$ cat config.mk
export PLATFORM = sky130hd
export DESIGN_NAME = wide_alu_seq
export DESIGN_NICKNAME = d
export VERILOG_FILES = /design/src/rtl/wide_alu_seq.sv
export SDC_FILE = /design/constraint.sdc
export NUM_CORES = 1
export LEC_CHECK = 0
export ABC_AREA = 1
export CAP_MARGIN = 20
export CORE_UTILIZATION = 25
export DETAILED_ROUTE_END_ITERATION = 8
export GPL_TIMING_DRIVEN = 0
export PLACE_DENSITY = 0.59
export SKIP_CTS_REPAIR_TIMING = 1
export SYNTH_ARGS = -nofsm -noshare
export SYNTH_HDL_FRONTEND = slang
export SYNTH_SLANG_ARGS = --single-unit
$ cat constraint.sdc
create_clock -name CLK -period 2.4 [get_ports CLK]
set_input_delay 0.48 -clock CLK [delete_from_list [all_inputs] [get_ports CLK]]
set_output_delay 0.48 -clock CLK [all_outputs]
set_load 0.1 [all_outputs]
$ cat src/rtl/wide_alu_seq.sv
// wide_alu_seq: 16-bit add/sub/shift sequenced as two 8-bit passes through an external shared ALU.
package wide_alu_pkg;
    localparam logic [3:0] KADD = 4'd0;
    localparam logic [3:0] KSUB = 4'd1;
    localparam logic [3:0] KLSH = 4'd2;
    localparam logic [3:0] KRSH = 4'd3;
    localparam logic [1:0] OP_ADD = 2'b00;
    localparam logic [1:0] OP_SUB = 2'b01;
    localparam logic [1:0] OP_LSH = 2'b10;
    localparam logic [1:0] OP_RSH = 2'b11;
endpackage

module wide_alu_seq
    import wide_alu_pkg::*;
(
    input  logic        CLK,
    input  logic        RESET_N,
    input  logic        START,
    input  logic [1:0]  OP,
    input  logic [15:0] A,
    input  logic [15:0] B,
    input  logic        CIN,
    input  logic        FLUSH,
    output logic        BUSY,
    output logic        DONE,
    output logic [15:0] RESULT,
    output logic        COUT,
    output logic        ZERO16,
    output logic [7:0]  ALU_A,
    output logic [7:0]  ALU_B,
    output logic [3:0]  ALU_OP,
    output logic        ALU_SC_IN,
    input  logic [7:0]  ALU_OUT,
    input  logic        ALU_SC_OUT
);
    typedef enum logic [1:0] {IDLE, PASS1, PASS2, FIN} state_e;
    state_e state_q, state_d;
    logic [1:0] op_q, op_d;
    logic [15:0] a_q, a_d, b_q, b_d, result_q, result_d;
    logic [7:0] byte_q, byte_d, a_byte, b_byte;
    logic cin_q, cin_d, carry_q, carry_d, cout_q, cout_d, zero_q, zero_d;
    logic accept, passing, hi_sel;
    always_comb begin
        accept = START && !FLUSH && (state_q == IDLE || state_q == FIN);
        passing = state_q == PASS1 || state_q == PASS2;
        state_d = FLUSH ? IDLE : accept ? PASS1 : state_q == PASS1 ? PASS2 : state_q == PASS2 ? FIN : IDLE;
        op_d = accept ? OP : op_q;
        a_d = accept ? A : a_q;
        b_d = accept ? B : b_q;
        cin_d = accept ? CIN : cin_q;
        // RSH walks high byte first so the carry shifts down into the low byte
        hi_sel = (state_q == PASS2) ^ (op_q == OP_RSH);
        a_byte = hi_sel ? a_q[15:8] : a_q[7:0];
        b_byte = hi_sel ? b_q[15:8] : b_q[7:0];
        ALU_OP = !passing ? KADD : op_q == OP_LSH ? KLSH : op_q == OP_RSH ? KRSH : KADD;
        ALU_A = passing ? a_byte : 8'h00;
        ALU_B = !passing ? 8'h00 : op_q == OP_ADD ? b_byte : op_q == OP_SUB ? ~b_byte : 8'h00;
        ALU_SC_IN = state_q == PASS2 ? carry_q : state_q == PASS1 && (op_q == OP_ADD ? cin_q : op_q == OP_SUB);
        carry_d = passing && !FLUSH ? ALU_SC_OUT : carry_q;
        byte_d = state_q == PASS1 && !FLUSH ? ALU_OUT : byte_q;
        result_d = state_q != PASS2 || FLUSH ? result_q : op_q == OP_RSH ? {byte_q, ALU_OUT} : {ALU_OUT, byte_q};
        cout_d = state_q == PASS2 && !FLUSH ? ALU_SC_OUT : cout_q;
        zero_d = result_d == 16'h0000;
    end
    always_ff @(posedge CLK or negedge RESET_N) begin
        if (!RESET_N) begin
            state_q <= IDLE;
            op_q <= 2'b00;
            a_q <= 16'h0000;
            b_q <= 16'h0000;
            cin_q <= 1'b0;
            carry_q <= 1'b0;
            byte_q <= 8'h00;
            result_q <= 16'h0000;
            cout_q <= 1'b0;
            zero_q <= 1'b1;
        end else begin
            state_q <= state_d;
            op_q <= op_d;
            a_q <= a_d;
            b_q <= b_d;
            cin_q <= cin_d;
            carry_q <= carry_d;
            byte_q <= byte_d;
            result_q <= result_d;
            cout_q <= cout_d;
            zero_q <= zero_d;
        end
    end
    assign BUSY = passing;
    assign DONE = state_q == FIN;
    assign RESULT = result_q;
    assign COUT = cout_q;
    assign ZERO16 = zero_q;
endmodule

==> impl_metrics.env, run 1 <==
export IMPL_run_status="complete, but fails checks"
export IMPL_violations="setup timing"
export IMPL_antenna_found_initial=0
export IMPL_synth_cell_types=28
export IMPL_fin_worst_skew_ps=5.13
export IMPL_wl_met2_um=4070
export IMPL_netlist_top_cells_area="sky130_fd_sc_hd__dfrtp_1 (48%), sky130_fd_sc_hd__mux2_2 (12%), sky130_fd_sc_hd__nand2_1 (7.3%)"
export IMPL_yosysTopAreaCellShare_pct=47.9
export IMPL_class_of_the_worst_hold_path="in -> async"
export IMPL_syn_inst=355
export IMPL_worst_path_clk_slew_ps=50
export IMPL_postRouteAntennaNets=0
export IMPL_synth_xor_area_share_pct=0
export IMPL_worst_setup_path_type="reg -> out"
export IMPL_drt_pass1_iter_count=4
export IMPL_grt_util_all_layers_pct=13.9
export IMPL_highest_signal_layer="met4"
export IMPL_htree_levels=3
export IMPL_final_setup_viol_count=2
export IMPL_synth_avg_cell_area_um2=9.26
export IMPL_die_w_um=117
export IMPL_synth_fa_ha_area_share_pct=1.52
export IMPL_synth_compound_area_share_pct=6.81
export IMPL_route_final_wire_length_um=8740
export IMPL_clock_sinks=64
export IMPL_die_area_um2=13600
export IMPL_r2r_start="state_q[1]$_DFF_PN0_"
export IMPL_starting_density_of_the_core_pct=25.8
export IMPL_area_added_between_synthesis_and_finish_pct=52.0
export IMPL_largest_family_of_logic_cells_by_synthesized_area="simple AND/OR/NAND/NOR gates"
export IMPL_timing_critical_path_max_delay_family="buffers and inverters"
export IMPL_place_area_um2=4460
export IMPL_max_slew_margin_rel_pct=33.5
export IMPL_crit_end="ALU_B[5]"
export IMPL_die_height_um=117
export IMPL_startpoint="state_q[0]$_DFF_PN0_"
export IMPL_core_region_area_um2=12700
export IMPL_n_antenna_cell=0
export IMPL_synth_seq_area_share_pct=48.7
export IMPL_max_slew_worst_pin_slew_ps=994
export IMPL_layout_filler_cells=1304
export IMPL_utilization_pct=39.3
export IMPL_post_route_cells_drive_above_1_share_pct=31.2
export IMPL_overflow=0
export IMPL_clockRootBuffer="sky130_fd_sc_hd__clkbuf_16"
export IMPL_cp_data_arrival_time_ps=1940
export IMPL_grt_setup_unrepaired="yes"
export IMPL_post_drt_wl_per_cell_um=13.8
export IMPL_synthMuxAreaShare_pct=11.6
export IMPL_gp_routability_congestion=0.794
export IMPL_wl_met3_um=447
export IMPL_syn_area_um2=3290
export IMPL_grt_first_pass_wirelength_um=14100
export IMPL_row_count=41
export IMPL_clock_fmax_mhz=412
export IMPL_finish_cell_count_without_fillers=633
export IMPL_drtIter0Drc=114
export IMPL_post_synth_and_or_nand_nor_area_fraction_pct=22.8
export IMPL_dp_worst_setup_slack_ps=-920
export IMPL_setup_worst_path_start_class="flip-flop"
export IMPL_via_count_of_the_first_global_routing_pass=2825
export IMPL_cts_made_buffers=9
export IMPL_grt_max_degree=65
export IMPL_crit_path_cell_trace="inv_2 > ha_4 > inv_6 > nand2_8 > nand2_8 > buf_6 > o21ai_2 > o21ai_2 > nor2_4 > buf_12"
export IMPL_fin_nets=508
export IMPL_most_common_cell_after_layout_fill_and_taps_aside="sky130_fd_sc_hd__nand2_1"
export IMPL_netlist_top_cell_by_area="sky130_fd_sc_hd__dfrtp_1"
export IMPL_finalWorstSetupSlack_ps=-24.8
export IMPL_commonest_cells_after_routing_fill_and_taps_aside="sky130_fd_sc_hd__nand2_1 (64), sky130_fd_sc_hd__clkdlybuf4s50_1 (63), sky130_fd_sc_hd__dfrtp_1 (62), sky130_fd_sc_hd__nand3_1 (40), sky130_fd_sc_hd__inv_1 (37)"
export IMPL_dp_hpwl_um=6260
export IMPL_crit_fanout=10
export IMPL_timing_final_crit_share_pct=101
export IMPL_final_hold_violation_count=0
export IMPL_ff2ff_path_depth=5
export IMPL_end_of_the_worst_register_to_register_path="b_q[8]$_DFFE_PN0N_"
export IMPL_final_area_um2=5000
export IMPL_timing_critical_path_to_type="output pin"
export IMPL_critical_path_max_stage_delay_ps=380
export IMPL_cpMaxStageDelayCell="sky130_fd_sc_hd__dfrtp_1"
export IMPL_worstSkewPairLatency_ps=330
export IMPL_maximum_buffer_depth_of_the_clock_tree=2
export IMPL_via_per_inst=4.26
export IMPL_drc_errors=0
export IMPL_m1WireLength_um=4150
export IMPL_synth_seq_cells=64
export IMPL_placedCellCount=614
export IMPL_maxCapViolations=0
export IMPL_worst_r2r_setup_slack_ps=550
export IMPL_boundaryPins=89
export IMPL_path_buf_inv=4
export IMPL_slew_violations=0
export IMPL_detailroute_via_count=2695
export IMPL_critical_path_required_ps=1920
export IMPL_port_buffer_count=86
export IMPL_synth_yosys_warnings=0
export IMPL_instance_count_on_the_critical_path=10
export IMPL_cts_tree="yes"
export IMPL_period_needed_ps=2420
routing by layer:
metal / track usage (%) / vias to the layer above
met4: 3.29 / 0
li1: - / 1342
met5: 0 / -
met1: 17.5 / 1282
met3: 4.31 / 6
met2: 23.4 / 65
cells in the mapped netlist, drive strengths merged:
master / instances
o2111ai: 1
o21ai: 20
nor2: 27
buf: 15
ha: 4
conb: 1
dfrtp: 63
nand2: 71
or2: 9
inv: 39
and2: 8
dfstp: 1
nand3: 42
clkbuf: 3
a21oi: 17
mux2: 34
state kept, by name, summed over array words and instances, names as in the netlist, 2 cells and up:
| register | cells |
|---|---|
| a_q | 16 |
| state_q | 2 |
| byte_q | 8 |
| b_q | 16 |
| op_q | 2 |
| RESULT | 16 |
kinds of logic (layout without fill, tap and decap cells):
family,after synthesis,in the layout
and+or+nand+nor,157,157
muxes,34,34
DFF,64,64
AOI/OAI and AO/OA,38,38
adders and majority gates,4,4
buffers and inverters,57,162
other,1,2
metrics by stage:
| stage | hold slack [ps] | setup TNS (ps) |
|---|---|---|
| global route | 313 | -1030 |
| detailed placement | 470 | -15330 |
| floorplan | 184 | -2560 |
| global placement | 477 | -96910 |
| finish | 253 | -42.2 |
| CTS | 303 | -22630 |
layout make-up:
| cell class | instances | area [µm²] | area share, % |
|---|---|---|---|
| buffer | 18 | 133 | 2.65 |
| clock buffer | 11 | 243 | 4.86 |
| clock inverter | 5 | 56.3 | 1.13 |
| inverter | 39 | 151 | 3.03 |
| multi-input combinational | 235 | 1560 | 31.2 |
| sequential | 64 | 1600 | 32.1 |
| tap | 172 | 215 | 4.31 |
| timing repair buffer | 89 | 1030 | 20.7 |
worst min-delay path by stage:
stage	end	cells past startpoint
finish	RESULT[2]$_DFF_PN0_	1
global route	RESULT[2]$_DFF_PN0_	1
CTS	RESULT[10]$_DFF_PN0_	1
detailed placement	COUT$_DFFE_PN0N_	2
global placement	COUT$_DFFE_PN0N_	2
floorplan	COUT$_DFFE_PN0N_	0
Power of run 1 is not shown: default switching activity piles up to over one toggle a cycle in this logic, so the estimate is an artifact.
==> inputs of run 2 (changes only) <==
SKIP_LAST_GASP = 1   (was not set)
==> run 2 against run 1 <==
  * The flow still finishes with violations (setup timing)
  * Worst setup slack lost 57 ps
  * Design area shrank 0.68%
  * Maximum frequency shrank 2.3%
  * Highest routed layer unchanged
  * Sequential share of layout area grew 0.22 points
  * Clock skew is essentially flat
  * Non-clock buffer count is the same
  * Register-to-register slack is essentially flat
  * First-iteration DRC count shrank 21%
  * Routed wire length shrank 0.21%
  * Via count grew 0.48%
==> impl_metrics.env, run 2 (synthesis results as in run 1) <==
export IMPL_run_status="complete, but fails checks"
export IMPL_violations="setup timing"
export IMPL_fin_worst_skew_ps=5.17
export IMPL_row_count=41
export IMPL_timing_hold_ws_ps=248
export IMPL_drtIter0Drc=90
export IMPL_port_buffer_count=86
export IMPL_cpMaxStageDelayCell="sky130_fd_sc_hd__dfrtp_2"
export IMPL_post_route_cells_drive_above_1_share_pct=30.2
export IMPL_class_of_the_worst_hold_path="in -> async"
export IMPL_cts_tree="yes"
export IMPL_clock_sinks=64
export IMPL_grt_first_pass_wirelength_um=14100
export IMPL_drt_pass1_iter_count=4
export IMPL_critical_path_max_stage_delay_ps=440
export IMPL_final_hold_violation_count=0
export IMPL_layout_filler_cells=1308
export IMPL_die_w_um=117
export IMPL_grt_util_all_layers_pct=13.9
export IMPL_starting_density_of_the_core_pct=25.8
export IMPL_fin_nets=508
export IMPL_dp_hpwl_um=6260
export IMPL_overflow=0
export IMPL_timing_critical_path_to_type="output pin"
export IMPL_antenna_found_initial=0
export IMPL_place_area_um2=4460
export IMPL_gp_routability_congestion=0.794
export IMPL_maxCapViolations=0
export IMPL_route_final_wire_length_um=8730
export IMPL_htree_levels=3
export IMPL_setup_worst_path_start_class="flip-flop"
export IMPL_finalWorstSetupSlack_ps=-82.1
export IMPL_crit_path_cell_trace="ha_4 > inv_4 > nand2_8 > nand2_4 > buf_12 > o21ai_2 > o21ai_0 > nor2_4 > buf_12"
export IMPL_die_area_um2=13600
export IMPL_cp_data_arrival_time_ps=2000
export IMPL_crit_fanout=10
export IMPL_period_needed_ps=2480
export IMPL_area_added_between_synthesis_and_finish_pct=51.0
export IMPL_die_height_um=117
export IMPL_max_slew_worst_pin_slew_ps=995
export IMPL_via_count_of_the_first_global_routing_pass=2825
export IMPL_max_slew_margin_rel_pct=33.5
export IMPL_n_antenna_cell=0
export IMPL_worst_setup_path_type="reg -> out"
export IMPL_timing_final_crit_share_pct=103
export IMPL_clockRootBuffer="sky130_fd_sc_hd__clkbuf_16"
export IMPL_grt_setup_unrepaired="yes"
export IMPL_maximum_buffer_depth_of_the_clock_tree=2
export IMPL_post_drt_wl_per_cell_um=13.8
export IMPL_core_region_area_um2=12700
export IMPL_commonest_cells_after_routing_fill_and_taps_aside="sky130_fd_sc_hd__nand2_1 (64), sky130_fd_sc_hd__clkdlybuf4s50_1 (63), sky130_fd_sc_hd__dfrtp_1 (62), sky130_fd_sc_hd__nand3_1 (40), sky130_fd_sc_hd__inv_1 (37)"
export IMPL_final_setup_viol_count=8
export IMPL_cts_made_buffers=9
export IMPL_most_common_cell_after_layout_fill_and_taps_aside="sky130_fd_sc_hd__nand2_1"
export IMPL_boundaryPins=89
export IMPL_worst_path_most_repeated_cell="sky130_fd_sc_hd__buf_12"
export IMPL_grt_max_degree=65
export IMPL_drc_errors=0
export IMPL_final_area_um2=4960
export IMPL_worstSkewPairLatency_ps=330
export IMPL_detailroute_via_count=2708
export IMPL_critical_path_required_ps=1920
export IMPL_via_per_inst=4.28
export IMPL_worst_path_clk_slew_ps=50
export IMPL_slew_violations=0
export IMPL_clock_fmax_mhz=403
export IMPL_postRouteAntennaNets=0
run 2: final cells by class:
| cell class | instances | area [µm²] | share of cell area (%) |
|---|---|---|---|
| Tap cell | 172 | 215 | 4.33 |
| Timing Repair Buffer | 89 | 1030 | 20.8 |
| Inverter | 39 | 149 | 3.00 |
| Clock inverter | 5 | 56.3 | 1.13 |
| Sequential cell | 64 | 1600 | 32.3 |
| Clock buffer | 11 | 243 | 4.89 |
| Multi-Input combinational cell | 235 | 1530 | 30.8 |
| Buffer | 18 | 133 | 2.67 |
run 2: final timing paths:
path	startpoint	end	slack (ps)	depth (start not counted)
max	state_q[1]$_DFF_PN0_	ALU_B[7]	-80	9
min	RESET_N	RESULT[2]$_DFF_PN0_	250	1
max reg2reg	state_q[1]$_DFF_PN0_	b_q[8]$_DFFE_PN0N_	550	5
min reg2reg	COUT$_DFFE_PN0N_	COUT$_DFFE_PN0N_	470	2
max in group asynchronous	RESET_N	state_q[1]$_DFF_PN0_	1530	1
min in group CLK	COUT$_DFFE_PN0N_	COUT$_DFFE_PN0N_	470	2
run 2: routing by layer:
| metal | track usage, % | share of wire [%] | wire length, µm | up-vias |
|---|---|---|---|---|
| li1 | - | - | - | 1343 |
| met1 | 17.5 | 47 | 4100 | 1296 |
| met2 | 23.4 | 47 | 4130 | 64 |
| met3 | 4.31 | 5.0 | 439 | 5 |
| met4 | 3.29 | 0.65 | 57 | 0 |
| met5 | 0 | 0 | 0 | - |
run 2: critical path: cells and delay by family (launching register included):
family / cells / cell delay (ps)
AO/OA/AOI/OAI: 2 / 350
adder cells (fa/ha/maj): 1 / 190
buffers and inverters: 3 / 410
flip-flops: 1 / 440
AND/OR/NAND/NOR: 3 / 280
run 2: per-stage QoR:
| stage | TNS [ps] | utilization, % | setup slack, ps | instances |
|---|---|---|---|---|
| 6_report | -377 | 39.0 | -82.1 | 633 |
| 5_1_grt | -1570 | 39.0 | -159 | 633 |
| 4_1_cts | -22630 | 37.4 | -1280 | 630 |
| 3_5_place_dp | -15330 | 35.0 | -920 | 614 |
| 3_3_place_gp | -96910 | 35.0 | -1300 | 614 |
| 2_1_floorplan | -2560 | - | -420 | 356 |
Power of run 2 is left out for the same reason.
==> edit (flow settings as in run 1) <==
Add an input register stage for `CIN`, with the module's reset; this delays it by one clock. The other inputs are not delayed to match.
--- a/src/rtl/wide_alu_seq.sv
+++ b/src/rtl/wide_alu_seq.sv
@@ -34,6 +34,17 @@
     input  logic        ALU_SC_OUT
 );
     typedef enum logic [1:0] {IDLE, PASS1, PASS2, FIN} state_e;
+
+    logic CIN_q;
+
+    always_ff @(posedge CLK or negedge RESET_N) begin
+        if (!RESET_N) begin
+            CIN_q <= '0;
+        end else begin
+            CIN_q <= CIN;
+        end
+    end
+
     state_e state_q, state_d;
     logic [1:0] op_q, op_d;
     logic [15:0] a_q, a_d, b_q, b_d, result_q, result_d;
@@ -47,7 +58,7 @@
         op_d = accept ? OP : op_q;
         a_d = accept ? A : a_q;
         b_d = accept ? B : b_q;
-        cin_d = accept ? CIN : cin_q;
+        cin_d = accept ? CIN_q : cin_q;
         // RSH walks high byte first so the carry shifts down into the low byte
         hi_sel = (state_q == PASS2) ^ (op_q == OP_RSH);
         a_byte = hi_sel ? a_q[15:8] : a_q[7:0];
Function: changed (a bounded check fails within 4 cycles, from zero or initial values and one cycle with RESET_N low).
==> edit against run 1 <==
  * Sequential cell count up 1
  * Cell count grew 0.63%
  * Setup slack worse by 6.4 ps
  * Routed wire length is 2.8% higher
  * Highest routed layer unchanged
  * Critical path type unchanged
  * Sequential share of layout area up 0.26 points
  * Synthesized area increased by 0.76%
  * Critical path depth is 1 higher
  * Design area up 0.83%
  * Critical endpoint unchanged
  * The run still ends with negative setup slack left
Power is left out: the tool's default activity adds up to more than one toggle a clock period on the data nets, which glitch-free logic cannot reach.
==> edit: results (changes against run 1) <==
Status - complete, but fails checks
Failing checks - negative setup slack
CP endpoint - ALU_B[5]
Initial DRC count - 102 (-11%)
FFs w/ async S/R, synth - 100.0% (unchanged)
Main synth FF type - dfrtp_1
Number of port buffers - 86 (unchanged)
Final WL - 8991 um (+2.8%)
Post-Synth Adder-Cell Area - 1.511% (-0.011 points)
Nets - 512 (+0.79%)
Clock Skews - 6.040 ps (+0.9101 ps)
Post-synth top cells - dfrtp_1 (64), nand2_1 (64), nand3_1 (40), inv_1 (39), mux2_2 (34)
Syn avg cell area - 9.307 um^2 (+0.48%)
Netlist cell types - 28 (unchanged)
Critical R2R Launch - state_q[0]$_DFF_PN0_
Ant. Diodes - 0 (unchanged)
Total track usage - 13.54% (-0.38 points)
Compound-Gate Fraction of Synth Area - 6.760% (-0.051 points)
Crit start category - flip-flop
Path depth of the worst reg2reg path - 5 (unchanged)
WHS - 249.0 ps (-3.917 ps)
Layout cells sized above 1 - 32.90% (+1.7 points)
Flop2flop setup slack - 520 ps (-30 ps)
H-tree depth - 3 (unchanged)
Vias - 2796 (+3.7%)
Post-DP HPWL - 6359 um (+1.6%)
Least-Margin Pin Slew - 1000 ps (+6.199 ps)
Post-synthesis mux area share - 11.56% (-0.088 points)
Final setup vio count - 5 (+3)
Final GP Congestion - 0.7524 (-5.3%)
Num CTS Buffers - 9 (unchanged)
HP Class - in -> async
First-pass GRT wire length - 13860 um (-2.0%)
Worst EP arrival - 1950 ps
Pre-CTS WS - -875.4 ps (+44.75 ps)
Synth Warn # - 0 (unchanged)
Clock slew at reported path FFs - 60 ps
Largest net degree at the start of global routing - 66 (+1.5%)
Reg2reg end - a_q[11]$_DFFE_PN0N_
Clock root cell - clkbuf_16
Number of global-route vias before repair - 2740 (-3.0%)
1st-pass router iterations - 4 (unchanged)
Worst skew pair latency - 330 ps (about the same)
Top area cells in the synthesized netlist - dfrtp_1 (48%), mux2_2 (12%), nand2_1 (7.3%)
Fin cells - 637 (+0.63%)
Crit-path max FO - 10 (unchanged)
Xor/xnor share of the synthesized area - 0% (unchanged)
Fin Setup TNS - -101.7 ps (-59.48 ps)
Placed cell areas - 0.004481 mm^2 (+0.56%)
Largest buffer count on any clock path - 2 (unchanged)
Placed Instances - 615 (+0.16%)
Register area share after synthesis - 49.13% (+0.39 points)
PnR worst setup slack - -31.15 ps (-6.367 ps)
edit: cell types whose count changed in the layout (fill, tap and decap cells not counted), moves of 2 or more:
cell     delta
buf_12      -6
buf_6       +6
o21ai_1     -4
o21ai_4     +4
buf_4       +2
edit: worst max-delay path: stages, from the launching register on:
cell and delay [ps]:
dfrtp_1 400, inv_2 90, ha_4 180, inv_4 60, nand2_8 70, nand2_8 80
buf_12 160, nand2_2 70, o21ai_4 60, and2_4 140, nor2_4 110, buf_12 180
edit: metal layers:
layer  GRT usage (%)  share of wire (%)  up-vias
met5               0                  0        -
met4           5.654                1.7        0
met3           3.605                5.6       11
met2           22.25                 49       77
met1           16.86                 44     1354
li1                -                  -     1354
edit: cell type report:
cell class,instances,area (um^2)
Buffer,18,140.1
Inverter,39,148.9
Clock inverter,6,42.54
Multi-Input combinational cell,236,1617
Tap cell,172,215.2
Fill cell,1290,7734
Clock buffer,10,239.0
Timing Repair Buffer,91,1007
Sequential cell,65,1630
